### src/rtl/lcd_bus_seq_if.sv
// Host/LCD signal bundle for lcd_bus_seq; read-side signals exist only when
// LCD_READ_EN is defined.
interface lcd_bus_seq_if;
    logic       wr_stb;
    logic       wr_rs;
    logic [7:0] wr_data;
    logic       clr_ovr;
    logic       busy;
    logic       done;
    logic       ovr;
    logic [7:0] lcd_data;
    logic       lcd_rs;
    logic       lcd_rw;
    logic       lcd_en;
`ifdef LCD_READ_EN
    logic       rd_stb;
    logic [7:0] lcd_din;
    logic [7:0] rd_data;

    modport master (
        output wr_stb, wr_rs, wr_data, clr_ovr, rd_stb, lcd_din,
        input  busy, done, ovr, lcd_data, lcd_rs, lcd_rw, lcd_en, rd_data
    );
    modport slave (
        input  wr_stb, wr_rs, wr_data, clr_ovr, rd_stb, lcd_din,
        output busy, done, ovr, lcd_data, lcd_rs, lcd_rw, lcd_en, rd_data
    );
`else
    modport master (
        output wr_stb, wr_rs, wr_data, clr_ovr,
        input  busy, done, ovr, lcd_data, lcd_rs, lcd_rw, lcd_en
    );
    modport slave (
        input  wr_stb, wr_rs, wr_data, clr_ovr,
        output busy, done, ovr, lcd_data, lcd_rs, lcd_rw, lcd_en
    );
`endif
endinterface

### src/rtl/lcd_bus_seq.sv
// HD44780 bus-cycle sequencer: setup, enable pulse, hold, execution gap.
// Optional read cycles are enabled with the LCD_READ_EN macro.
module lcd_bus_seq #(
    parameter int T_AS  = 4,
    parameter int T_PW  = 12,
    parameter int T_H   = 4,
    parameter int T_GAP = 2000,
    parameter int CW    = 16
) (
    input  logic          clk,
    input  logic          rst,
    lcd_bus_seq_if.slave  bus
);
    typedef enum logic [2:0] {S_IDLE, S_SETUP, S_PULSE, S_HOLD, S_WAIT} state_e;

    localparam logic [CW-1:0] AS_LD  = CW'(T_AS - 1);
    localparam logic [CW-1:0] PW_LD  = CW'(T_PW - 1);
    localparam logic [CW-1:0] H_LD   = CW'(T_H - 1);
    localparam logic [CW-1:0] GAP_LD = (T_GAP > 0) ? CW'(T_GAP - 1) : '0;

    state_e        state_q, state_d;
    logic [CW-1:0] cnt_q, cnt_d;
    logic          en_q, en_d;
    logic          done_q, done_d;
    logic          ovr_q, ovr_d;
    logic [7:0]    data_q, data_d;
    logic          rs_q, rs_d;
    logic          rd_req;
    logic          cnt_zero;
`ifdef LCD_READ_EN
    logic          rw_q, rw_d;
    logic [7:0]    rd_data_q, rd_data_d;
    assign rd_req = bus.rd_stb;
`else
    assign rd_req = 1'b0;
`endif

    assign cnt_zero = (cnt_q == '0);

    always_comb begin
        state_d = state_q;
        cnt_d   = cnt_q;
        en_d    = en_q;
        done_d  = 1'b0;
        ovr_d   = ovr_q;
        data_d  = data_q;
        rs_d    = rs_q;
`ifdef LCD_READ_EN
        rw_d      = rw_q;
        rd_data_d = rd_data_q;
`endif
        case (state_q)
            S_IDLE: begin
                if (bus.wr_stb) begin
                    data_d  = bus.wr_data;
                    rs_d    = bus.wr_rs;
                    state_d = S_SETUP;
                    cnt_d   = AS_LD;
`ifdef LCD_READ_EN
                    rw_d    = 1'b0;
`endif
                end else if (rd_req) begin
                    // Reads reuse wr_rs to choose busy-flag vs data RAM.
                    rs_d    = bus.wr_rs;
                    state_d = S_SETUP;
                    cnt_d   = AS_LD;
`ifdef LCD_READ_EN
                    rw_d    = 1'b1;
`endif
                end
            end
            S_SETUP: begin
                if (cnt_zero) begin
                    state_d = S_PULSE;
                    cnt_d   = PW_LD;
                    en_d    = 1'b1;
                end else cnt_d = cnt_q - 1'b1;
            end
            S_PULSE: begin
                if (cnt_zero) begin
                    state_d = S_HOLD;
                    cnt_d   = H_LD;
                    en_d    = 1'b0;
`ifdef LCD_READ_EN
                    if (rw_q) rd_data_d = bus.lcd_din;
`endif
                end else cnt_d = cnt_q - 1'b1;
            end
            S_HOLD: begin
                if (cnt_zero) begin
                    if (T_GAP > 0) begin
                        state_d = S_WAIT;
                        cnt_d   = GAP_LD;
                    end else begin
                        state_d = S_IDLE;
                        done_d  = 1'b1;
`ifdef LCD_READ_EN
                        rw_d    = 1'b0;
`endif
                    end
                end else cnt_d = cnt_q - 1'b1;
            end
            S_WAIT: begin
                if (cnt_zero) begin
                    state_d = S_IDLE;
                    done_d  = 1'b1;
`ifdef LCD_READ_EN
                    rw_d    = 1'b0;
`endif
                end else cnt_d = cnt_q - 1'b1;
            end
            default: begin
                state_d = S_IDLE;
                cnt_d   = '0;
                en_d    = 1'b0;
            end
        endcase

        // A strobe on the completion edge is still dropped; the set wins over clr_ovr.
        if (bus.clr_ovr) ovr_d = 1'b0;
        if ((state_q != S_IDLE && (bus.wr_stb || rd_req)) ||
            (state_q == S_IDLE && bus.wr_stb && rd_req))
            ovr_d = 1'b1;
    end

    always_ff @(posedge clk) begin
        if (rst) begin
            state_q <= S_IDLE;
            cnt_q   <= '0;
            en_q    <= 1'b0;
            done_q  <= 1'b0;
            ovr_q   <= 1'b0;
            data_q  <= 8'h00;
            rs_q    <= 1'b0;
`ifdef LCD_READ_EN
            rw_q      <= 1'b0;
            rd_data_q <= 8'h00;
`endif
        end else begin
            state_q <= state_d;
            cnt_q   <= cnt_d;
            en_q    <= en_d;
            done_q  <= done_d;
            ovr_q   <= ovr_d;
            data_q  <= data_d;
            rs_q    <= rs_d;
`ifdef LCD_READ_EN
            rw_q      <= rw_d;
            rd_data_q <= rd_data_d;
`endif
        end
    end

    assign bus.busy     = (state_q != S_IDLE);
    assign bus.done     = done_q;
    assign bus.ovr      = ovr_q;
    assign bus.lcd_data = data_q;
    assign bus.lcd_rs   = rs_q;
    assign bus.lcd_en   = en_q;
`ifdef LCD_READ_EN
    assign bus.lcd_rw   = rw_q;
    assign bus.rd_data  = rd_data_q;
`else
    assign bus.lcd_rw   = 1'b0;
`endif
endmodule

### src/flat_wrapper.sv
// flat-port wrapper written by rule: the top's interface ports become plain ports
module lcd_bus_seq_flat 
#(
    parameter int T_AS  = 4,
    parameter int T_PW  = 12,
    parameter int T_H   = 4,
    parameter int T_GAP = 2000,
    parameter int CW    = 16
)
  (clk, rst, bus_wr_stb, bus_wr_rs, bus_wr_data, bus_clr_ovr, bus_busy, bus_done, bus_ovr, bus_lcd_data, bus_lcd_rs, bus_lcd_rw, bus_lcd_en);
  lcd_bus_seq_if bus_i ();
  input  logic clk;
  input  logic rst;
  input wire logic [$bits(bus_i.wr_stb)-1:0] bus_wr_stb;
  input wire logic [$bits(bus_i.wr_rs)-1:0] bus_wr_rs;
  input wire logic [$bits(bus_i.wr_data)-1:0] bus_wr_data;
  input wire logic [$bits(bus_i.clr_ovr)-1:0] bus_clr_ovr;
  output wire logic [$bits(bus_i.busy)-1:0] bus_busy;
  output wire logic [$bits(bus_i.done)-1:0] bus_done;
  output wire logic [$bits(bus_i.ovr)-1:0] bus_ovr;
  output wire logic [$bits(bus_i.lcd_data)-1:0] bus_lcd_data;
  output wire logic [$bits(bus_i.lcd_rs)-1:0] bus_lcd_rs;
  output wire logic [$bits(bus_i.lcd_rw)-1:0] bus_lcd_rw;
  output wire logic [$bits(bus_i.lcd_en)-1:0] bus_lcd_en;
  assign bus_i.wr_stb = bus_wr_stb;
  assign bus_i.wr_rs = bus_wr_rs;
  assign bus_i.wr_data = bus_wr_data;
  assign bus_i.clr_ovr = bus_clr_ovr;
  assign bus_busy = bus_i.busy;
  assign bus_done = bus_i.done;
  assign bus_ovr = bus_i.ovr;
  assign bus_lcd_data = bus_i.lcd_data;
  assign bus_lcd_rs = bus_i.lcd_rs;
  assign bus_lcd_rw = bus_i.lcd_rw;
  assign bus_lcd_en = bus_i.lcd_en;
  lcd_bus_seq #(.T_AS(T_AS), .T_PW(T_PW), .T_H(T_H), .T_GAP(T_GAP), .CW(CW)) u_core (.clk(clk), .rst(rst), .bus(bus_i));
endmodule
### config.mk
export PLATFORM = sky130hd
export DESIGN_NAME = lcd_bus_seq_flat
export DESIGN_NICKNAME = d
export VERILOG_FILES = /design/src/rtl/lcd_bus_seq_if.sv /design/src/rtl/lcd_bus_seq.sv /design/src/flat_wrapper.sv
export SDC_FILE = /design/constraint.sdc
export NUM_CORES = 1
export LEC_CHECK = 0
export CAP_MARGIN = 10
export CORE_MARGIN = 8
export CORE_UTILIZATION = 47
export CTS_CLUSTER_SIZE = 40
export DETAILED_ROUTE_END_ITERATION = 6
export GPL_TIMING_DRIVEN = 0
export HOLD_SLACK_MARGIN = 0.1
export PLACE_DENSITY = 0.78
export SLEW_MARGIN = 20
export SYNTH_ARGS = -nofsm -noshare
export SYNTH_HDL_FRONTEND = slang
export SYNTH_SLANG_ARGS = --single-unit
### constraint.sdc
create_clock -name clk -period 2 [get_ports clk]
set_clock_uncertainty 0.15 [all_clocks]
set_input_delay 0.3 -clock clk [delete_from_list [all_inputs] [get_ports clk]]
set_output_delay 0.3 -clock clk [all_outputs]
set_load 0.005 [all_outputs]
* Word level (Yosys, flattened, before mapping)
Index checks and enable logic that the tools add are counted.
Storage, ports and cells: register bits after elaboration 31, bits of input ports 13, word-level logic and storage cells 49
Operators by class: add/sub/neg operators 1, equality and inequality tests 10, multiplexer cells 18, bitwise logic cells 2, reduce and logical (&&, ||, !) cells 11
Operators with widths (number):
- $mux W16 | 5
- $pmux W16 S5 | 1
- $logic_not A16 Y1 | 1
- $sub A16 B1 Y16 const B | 1
- $mux W3 | 5
- $pmux W3 S5 | 1
- $ne A2 B1 Y1 const B | 4
- $eq A3 B2 Y1 const B | 2
- $mux W1 | 5
- $reduce_and A5 Y1 | 1
- $ne A2 B2 Y1 const B | 2
- $reduce_and A2 Y1 | 2
- $eq A3 B1 Y1 const B | 1
- $eq A3 B3 Y1 const B | 1
- $logic_not A3 Y1 | 1
- $pmux W1 S3 | 1
- $reduce_and A3 Y1 | 1
- $reduce_bool A3 Y1 | 1
- $reduce_or A3 Y1 | 1
- $not A1 Y1 | 2
- $reduce_bool A2 Y1 | 1
- $reduce_or A2 Y1 | 1
- $logic_and A1 B1 Y1 | 1

* Depth between registers and ports, before layout
Gate-level depths: netlist of run 1.
depth in word-level cells 4, gate-level depth with buffers 9, gate-level depth less buffers 8

* Least setup slack after synthesis of run 1
No wires, ideal clock.
kind register to register, start register u_core.cnt_q[0], end register u_core.en_q, in the netlist u_core.bus.lcd_en, library setup time 117 ps, arrival 1751 ps, required time 1733 ps, path slack -19 ps, stages on the path, launching flop included 9, path buffers 1, period minus slack after synthesis 2019 ps, path through dfxtp_1 > inv_1 > ha_1 > nor3b_2 > and4b_1 > buf_6 > nand2_4 > a22o_1 > a32o_1
On the way: cells in the longest elaborated chain, start to end 3, elaborated cells between the ends (all ways) 4
Ends and longest elaborated chain:
- from (decl) | line lcd_bus_seq.sv:22 | logic [CW-1:0] cnt_q, cnt_d;
- from (signal assigned) | line lcd_bus_seq.sv:141 | cnt_q <= cnt_d;
- $logic_not A16 Y1 (*) | line lcd_bus_seq.sv:38 | assign cnt_zero = (cnt_q == '0);
- $ne A2 B1 Y1 (no line)
- $reduce_and A3 Y1 (no line) (*)
- to (signal assigned) | line lcd_bus_seq.sv:142 | en_q <= en_d;
- to (decl) | line lcd_bus_seq.sv:23 | logic en_q, en_d;
Every way passes the cells marked *; elsewhere a longest branch is shown, timed or not. A chain may end at the register's enable or synchronous reset.

* Worst setup path in the final report of run 1
start register u_core.cnt_q[0], end register u_core.cnt_q[7]
On the way: cells in the longest elaborated chain, start to end 3, elaborated cells between the ends (all ways) 9
Ends and longest elaborated chain:
- $sub A16 B1 Y16 / $logic_not A16 Y1 (equally long branches)
- $mux W16 (tied with other cells) | line lcd_bus_seq.sv:104 | if (cnt_zero) begin
- $pmux W16 S5 / $reduce_and A2 Y1 (equally long branches)
Several ways; a longest one is shown, not always the timed one. The select of a mux whose other input is x is not followed.

==> run_results.csv, run 1 <==
group,metric,value,unit
run_status,outcome,"finished with violations",
run_status,violations,"negative setup slack",
synthesis,syn_nets,219,
timing,period_needed,2070,ps
power,p_sw_share,46.9,%
detailed_routing,via_per_inst,5.82,
synthesis,ys_seq_area_share,37.6,%
clock_network,h-tree-depth,2,
synthesis,syn-cell-area,0.00165,mm²
die,fp-row-count,21,
timing,fmax,483,MHz
power,irDropWorstVdd,1.11,mV
synthesis,avgSynthCellArea,8.06,µm²
global_route,grt_overflow,0,
clock_network,hold_buffers,0,
detailed_routing,firstDrtPassIters,4,
clock_network,cts_sinks,31,
place,dpl-instance-area,0.00197,mm²
finish,drive_above_1_share,28.5,%
place,dp_slack,-285,ps
global_route,track_usage,17.6,%
detailed_routing,drt_iter0_drc,138,
clock_network,cts_buffers,5,
job,maxCapViolations,0,
clock_network,root_buffer,"clkbuf_4",
die,die_area,0.00567,mm²
timing,setup_viol,9,
critical_path,rrSetupSlack,-70,ps
clock_network,cts_tree,"built",
clock_network,clk_latency,350,ps
global_route,antenna_found_initial,0,
critical_path,critical_path_class,"flop to flop",
detailed_routing,drc,0,
detailed_routing,ant_nets,0,
power,p_total,5.12,mW
finish,nFillCells,273,
global_route,first_global_vias,1680,
global_route,grt_pass1_wl,7.74,mm
finish,syn2layout_area_growth,43.1,%
power,sequentialPowerShare,20.9,%
synthesis,synthCells,205,
critical_path,path_max_fanout,5,
timing,setup_slack,-72.1,ps
timing,whs,307,ps
detailed_routing,num_vias,1739,
die,die_x,75.3,µm
hold_path,hold_class,"flop to flop",
place,io_buffers,25,
critical_path,crit_arrival,2170,ps
die,core-area,0.00336,mm²
power,power_density,2170,mW/mm²
power,p_leak,0.904,nW
die,fp.dieH,75.3,µm
timing,maxSlewViolCount,0,
place,gp_congestion,0.825,
power,p_clk_share,10.4,%
critical_path,crit_path_end_kind,"flop",
power,share_comb_of_total_power,68.7,%
clock_network,cts_max_path_buffers,2,
clock_network,clk_transition_reported_paths,110,ps
die,ios,27,
synthesis,synth_edf_count,0,
timing,max-slew-margin-rel,63.1,%
global_route,grt_max_degree,11,
timing,min_period_over_period,104,%
timing,rsz0062_at_grt,"yes",
finish,final_cell_area,0.00236,mm²
critical_path,cp_slowest_cell,"dfxtp_4",
detailed_routing,routed_wl,4.84,mm
die,start_util,49.1,%
finish,antennaDiodeCount,0,
synthesis,ys_ff_latch,31,
synthesis,yosys.cell_types.count,53,
place,place_hpwl,3.08,mm
timing,finalHoldViolCount,0,
critical_path,critPathLaunchType,"flop",
timing,tightest_slew,549,ps
finish,nNetsFinal,266,
critical_path,path_cells,"inv_4 > ha_4 > nor3b_4 > nand4b_4 > o32ai_4 > or3_4 > o22ai_2 > a22o_1",
critical_path,slowest_delay,360,ps
detailed_routing,wire_per_inst,16.2,µm
power,p_sw,2.40,mW
synthesis,ys.flop_type,"dfxtp_1",
synthesis,yosysWarningCount,0,
critical_path,crit_required,2100,ps
power,p_int,2.72,mW
synthesis,async_flop_share,0,%
[what timing repair did]
item	in CTS	in global routing
pin swaps	8	20
setup buffers	12	3
resized for setup	23	28
endpoints found under the setup margin	21	29
[worst max-delay path: cells and delay by family (launching register included)]
family                     cells  cell delay (ps)
and+or+nand+nor                3              680
AOI/OAI and AO/OA              3              600
DFF                            1              360
adders and majority gates      1              130
buffers and inverters          1               60
[stage by stage]
step,instances,setup TNS [ps],util [%]
global placement,276,-3010,58.4
detailed placement,276,-3200,58.4
floorplan,205,0,-
global route,299,-1480,70.3
finish,299,-212,70.3
CTS,296,-114,66.4
[worst paths after layout]
kind / startpoint / end / cells past startpoint
setup / recovery: u_core.cnt_q[0]$_SDFFE_PP0P_ / u_core.cnt_q[7]$_SDFFE_PP0P_ / 8
hold / removal: u_core.bus.lcd_data[3]$_SDFFE_PP0P_ / u_core.bus.lcd_data[3]$_SDFFE_PP0P_ / 2
setup reg to reg: u_core.cnt_q[0]$_SDFFE_PP0P_ / u_core.cnt_q[7]$_SDFFE_PP0P_ / 8
hold reg to reg: u_core.bus.lcd_data[3]$_SDFFE_PP0P_ / u_core.bus.lcd_data[3]$_SDFFE_PP0P_ / 2
[final cells by class]
class,count,area [µm²],area share (%)
Timing Repair Buffer,40,374,15.8
Inverter,6,27.5,1.16
Clock inverter,2,35.0,1.48
Tap cell,46,57.6,2.44
Buffer,9,57.6,2.44
Multi-Input combinational cell,159,1130,47.9
Clock buffer,6,51.3,2.17
Sequential cell,31,628,26.6
[Yosys cell counts (all sizes together), types with 3 or more instances]
cell    instances  area share, %
a31oi           5            2.3
and3            3            1.2
buf             6            2.8
o22ai           3            1.1
nor3            6            2.8
o21ai           9            2.7
nor4            4            3.3
nand2          39            9.3
clkbuf          3           0.68
inv             6            1.4
nor2           17            4.0
nand3           9            2.7
a21o            3            1.4
a21oi          27            8.2
a311oi          3            1.6
dfxtp          31             38
[cells in the final DEF (no fill, tap or decap), types with 2 or more instances in the layout]
| cell | n |
|---|---|
| inv_4 | 2 |
| nand3_1 | 8 |
| and3_1 | 2 |
| clkdlybuf4s50_1 | 24 |
| buf_6 | 4 |
| clkbuf_1 | 3 |
| nor2_4 | 3 |
| a22o_1 | 2 |
| or3_4 | 2 |
| dfxtp_4 | 2 |
| nor2_1 | 12 |
| a311oi_1 | 2 |
| buf_4 | 16 |
| inv_1 | 3 |
| a21oi_2 | 5 |
| nand2_1 | 36 |
| a21o_1 | 3 |
| nand2_2 | 2 |
| o21ai_1 | 2 |
| nor2_2 | 2 |
| clkbuf_4 | 5 |
| a31oi_1 | 3 |
| dfxtp_1 | 29 |
| o22ai_2 | 2 |
| nor3_4 | 2 |
| o21ai_0 | 6 |
| nor4_4 | 3 |
| nor3_1 | 4 |
| a21oi_1 | 22 |
[power by group through the flow]
stage	sequential (mW)	combinational, mW	clock (mW)
5_1_grt	1.10	3.77	0.562
3_3_place_gp	1.04	2.29	0
2_1_floorplan	1.01	1.80	0
3_5_place_dp	1.05	2.33	0
4_1_cts	1.04	2.94	0.537
6_report	1.07	3.52	0.532
[per-layer routing]
metal	share of wire [%]	global-route usage, %
met5	0	0
met4	2.3	5.97
met3	8.9	7.06
met2	48	27.9
met1	41	21.0
[logic make-up (layout without fill, tap and decap cells)]
logic type | Yosys count | after routing | share of synthesized area [%]
AO/OA/AOI/OAI | 65 | 65 | 25.5
flip-flops | 31 | 31 | 37.6
buffers and inverters | 15 | 63 | 4.85
AND/OR/NAND/NOR | 90 | 90 | 30.0
adder cells (fa/ha/maj) | 2 | 2 | 1.36
other | 1 | 1 | 0.227
XOR/XNOR | 1 | 1 | 0.530
[flip-flops by register name (all words and copies together), names as in the netlist]
signal,cells
u_core.bus.ovr,1
u_core.bus.lcd_rs,1
u_core.bus.lcd_en,1
u_core.state_q,3
u_core.cnt_q,16
u_core.bus.lcd_data,8
u_core.bus.done,1
Power figures use the tool's default switching activity.
==> inputs of run 2 (changes only) <==
--- a/config.mk
+++ b/config.mk
@@ -5,14 +5,15 @@
 export SDC_FILE = /design/constraint.sdc
 export NUM_CORES = 1
 export LEC_CHECK = 0
+export ABC_AREA = 1
 export CAP_MARGIN = 10
 export CORE_MARGIN = 8
-export CORE_UTILIZATION = 47
+export CORE_UTILIZATION = 48
 export CTS_CLUSTER_SIZE = 40
 export DETAILED_ROUTE_END_ITERATION = 6
 export GPL_TIMING_DRIVEN = 0
 export HOLD_SLACK_MARGIN = 0.1
-export PLACE_DENSITY = 0.78
+export PLACE_DENSITY = 0.79
 export SLEW_MARGIN = 20
 export SYNTH_ARGS = -nofsm -noshare
 export SYNTH_HDL_FRONTEND = slang
==> run 2 against run 1 <==
  * The run now ends clean
  * First-iteration DRC count decreased by 25%
  * Clock power rose by 4.5%
  * Combinational power decreased by 22%
  * Clock-buffer cell count increased by 1
  * Utilization shrank 7.9 points
  * Worst setup slack better by 190 ps
  * Final cell count increased by 18%
  * Sequential share of layout area grew 0.84 points
  * Synthesized cell count increased by 32%
  * Critical path type unchanged
==> run_results.csv, run 2 <==
group,metric,value,unit
synthesis,avgSynthCellArea,6.76,µm²
finish,final_util,62.3,%
clock_network,clk_latency,290,ps
power,p_sw,2.15,mW
clock_network,root_buffer,"clkbuf_8",
timing,rsz0062_at_grt,"no",
synthesis,yosysWarningCount,0,
timing,maxSlewViolCount,0,
synthesis,syn-cell-area,0.00182,mm²
global_route,antenna_found_initial,0,
critical_path,path_cells,"inv_1 > ha_1 > nand2_2 > nor2_8 > nand3_4 > nand2_8 > nor2_2 > nand3_1 > a21oi_2",
detailed_routing,routed_wl,4.19,mm
finish,layout.cells.non_filler,354,
detailed_routing,drt_iter0_drc,103,
global_route,track_usage,14.5,%
detailed_routing,wire_per_inst,11.8,µm
finish,regArea,626,µm²
detailed_routing,wl_met1,1.99,mm
critical_path,crit_arrival,1960,ps
finish,largest_reg_flops,16,
place,place_inst,343,
die,die_x,77.7,µm
power,power_density,1900,mW/mm²
detailed_routing,via_per_inst,4.86,
critical_path,worstPathBufferInverterCount,1,
finish,layout_common_cells,"64 x nand2_1, 33 x nor2_1, 33 x nand3_1, 32 x inv_1, 29 x dfxtp_1",
timing,setup_viol,0,
die,start_util,49.8,%
critical_path,critical_path_class,"flop to flop",
critical_path,slowest_delay,360,ps
place,dp_slack,59.6,ps
synthesis,yosysMostFrequentCell,"nand2_1",
clock_network,cts_sinks,31,
synthesis,ys_seq_area_share,34.0,%
hold_path,worstHoldStart,"u_core.bus.lcd_data[7]$_SDFFE_PP0P_",
timing,finalHoldViolCount,0,
detailed_routing,ant_nets,0,
timing,min_period_over_period,94.1,%
run_status,outcome,"complete, no violations",
power,p_leak,1.01,nW
timing,whs,314,ps
finish,antennaDiodeCount,0,
critical_path,path_max_fanout,9,
finish,layout_commonest_cell,"nand2_1",
synthesis,ys.flop_type,"dfxtp_1",
die,die_area,0.00603,mm²
power,irDropWorstVdd,1.31,mV
die,fp.dieH,77.7,µm
finish,nFillCells,320,
clock_network,h-tree-depth,2,
die,ios,27,
finish,multiInputGateArea,0.00105,mm²
synthesis,yosysTopAreaCellShare,34.0,%
synthesis,synth_edf_count,0,
power,p_clk_share,12.8,%
clock_network,cts_max_path_buffers,2,
critical_path,crit_required,2080,ps
place,gp_congestion,0.915,
synthesis,async_flop_share,0,%
critical_path,crit_path_end_kind,"flop",
synthesis,ys_ff_latch,31,
finish,drive_above_1_share,15.7,%
detailed_routing,num_vias,1720,
global_route,first_global_vias,1588,
finish,nNetsFinal,319,
timing,period_needed,1880,ps
power,p_int,2.19,mW
global_route,grt_pass1_wl,7.18,mm
synthesis,yosys.cell_types.count,30,
finish,regMostFlops,"u_core.cnt_q",
timing,tightest_slew,576,ps
synthesis,synthCells,270,
synthesis,syn_nets,284,
power,share_comb_of_total_power,63.8,%
detailed_routing,drc,0,
detailed_routing,route.met2.wl,1.98,mm
timing,setup_slack,117,ps
critical_path,critPathLaunchType,"flop",
critical_path,startpoint,"u_core.cnt_q[0]$_SDFFE_PP0P_",
detailed_routing,firstDrtPassIters,4,
die,fp-row-count,22,
timing,fmax,531,MHz
clock_network,cts_tree,"built",
synthesis,yosys-top-cells-count,"65 x nand2_1, 33 x nand3_1, 33 x nor2_1",
global_route,grt_max_degree,11,
hold_path,hold_class,"flop to flop",
place,place_hpwl,3.09,mm
place,io_buffers,25,
detailed_routing,top_layer,"met4",
finish,syn2layout_area_growth,25.1,%
global_route,grt_overflow,0,
die,core-area,0.00366,mm²
synthesis,netlist_top_cells_area,"dfxtp_1 34%, nand2_1 13%, nand3_1 9.1%",
critical_path,cp_slowest_cell,"dfxtp_1",
timing,max-slew-margin-rel,61.6,%
timing,setup_tns,0,ps
job,maxCapViolations,0,
power,p_sw_share,49.5,%
power,sequentialPowerShare,23.4,%
clock_network,cts_buffers,5,
critical_path,r2r-start,"u_core.cnt_q[0]$_SDFFE_PP0P_",
detailed_routing,met3_length,146,µm
critical_path,cp_top_family,"simple AND/OR/NAND/NOR gates",
clock_network,clk_transition_reported_paths,70,ps
synthesis,synth_top_area_cell,"dfxtp_1",
[run 2: changes by cell type in the layout (fill, tap and decap cells not counted), sizes merged, moves of 9 or more]
cell and delta:
buf -16, inv +28, nand2 +35, nand3 +27, nand4 +9, nor2 +25
[run 2: what timing repair did]
item,in CTS,in global routing
pin swaps,2,1
endpoints found under the hold margin,0,0
gates resized for setup,8,1
endpoints found under the setup margin,1,2
hold buffers,0,0
setup buffers,2,0
cloned,0,1
[run 2: kinds of logic after synthesis]
family / after synthesis / share of synthesized area, %
other: 1 / 0.206
xor gates and xnor gates: 3 / 1.44
AOI/OAI and AO/OA: 31 / 10.6
and+or+nand+nor: 162 / 43.4
buffers and inverters: 41 / 9.60
DFF: 31 / 34.0
adders and majority gates: 1 / 0.686
[run 2: worst min-delay path, stage by stage, from the launching register on]
cell and delay, ps:
dfxtp_1 310, nand2_1 60, a21oi_1 50
[run 2: cell type report]
| cell class | instances | share of cell area, % |
|---|---|---|
| Buffer | 6 | 2.19 |
| Clock inverter | 1 | 0.329 |
| Multi-Input combinational cell | 199 | 45.9 |
| Timing Repair Buffer | 27 | 11.6 |
| Clock buffer | 7 | 4.22 |
| Sequential cell | 31 | 27.4 |
| Inverter | 35 | 5.76 |
| Tap cell | 48 | 2.63 |
[run 2: layer usage]
layer,vias up,GRT usage [%]
met5,-,0
met4,0,6.98
met3,6,3.92
met2,18,24.0
met1,763,16.9
li1,933,-
[run 2: stage by stage]
step | instance area, µm² | total power, mW
final | 2280 | 4.34
after global routing | 2280 | 4.80
after CTS | 2270 | 4.34
after detailed placement | 2130 | 3.69
after global placement | 2130 | 3.66
after floorplan | 1820 | 3.14
[run 2: power groups by stage]
stage                     logic [mW]  clock network (mW)  registers, mW
after global routing            3.16               0.594           1.04
after global placement          2.65                   0           1.01
after detailed placement        2.68                   0           1.01
after CTS                       2.75               0.577           1.01
final                           2.76               0.556           1.01
after floorplan                 2.17                   0          0.977
[run 2: worst paths after layout]
check,to,slack (ps),cells after the start
max,u_core.cnt_q[10]$_SDFFE_PP0P_,120,9
min,u_core.bus.lcd_data[7]$_SDFFE_PP0P_,310,2
max reg2reg,u_core.cnt_q[10]$_SDFFE_PP0P_,120,9
min reg2reg,u_core.bus.lcd_data[7]$_SDFFE_PP0P_,310,2
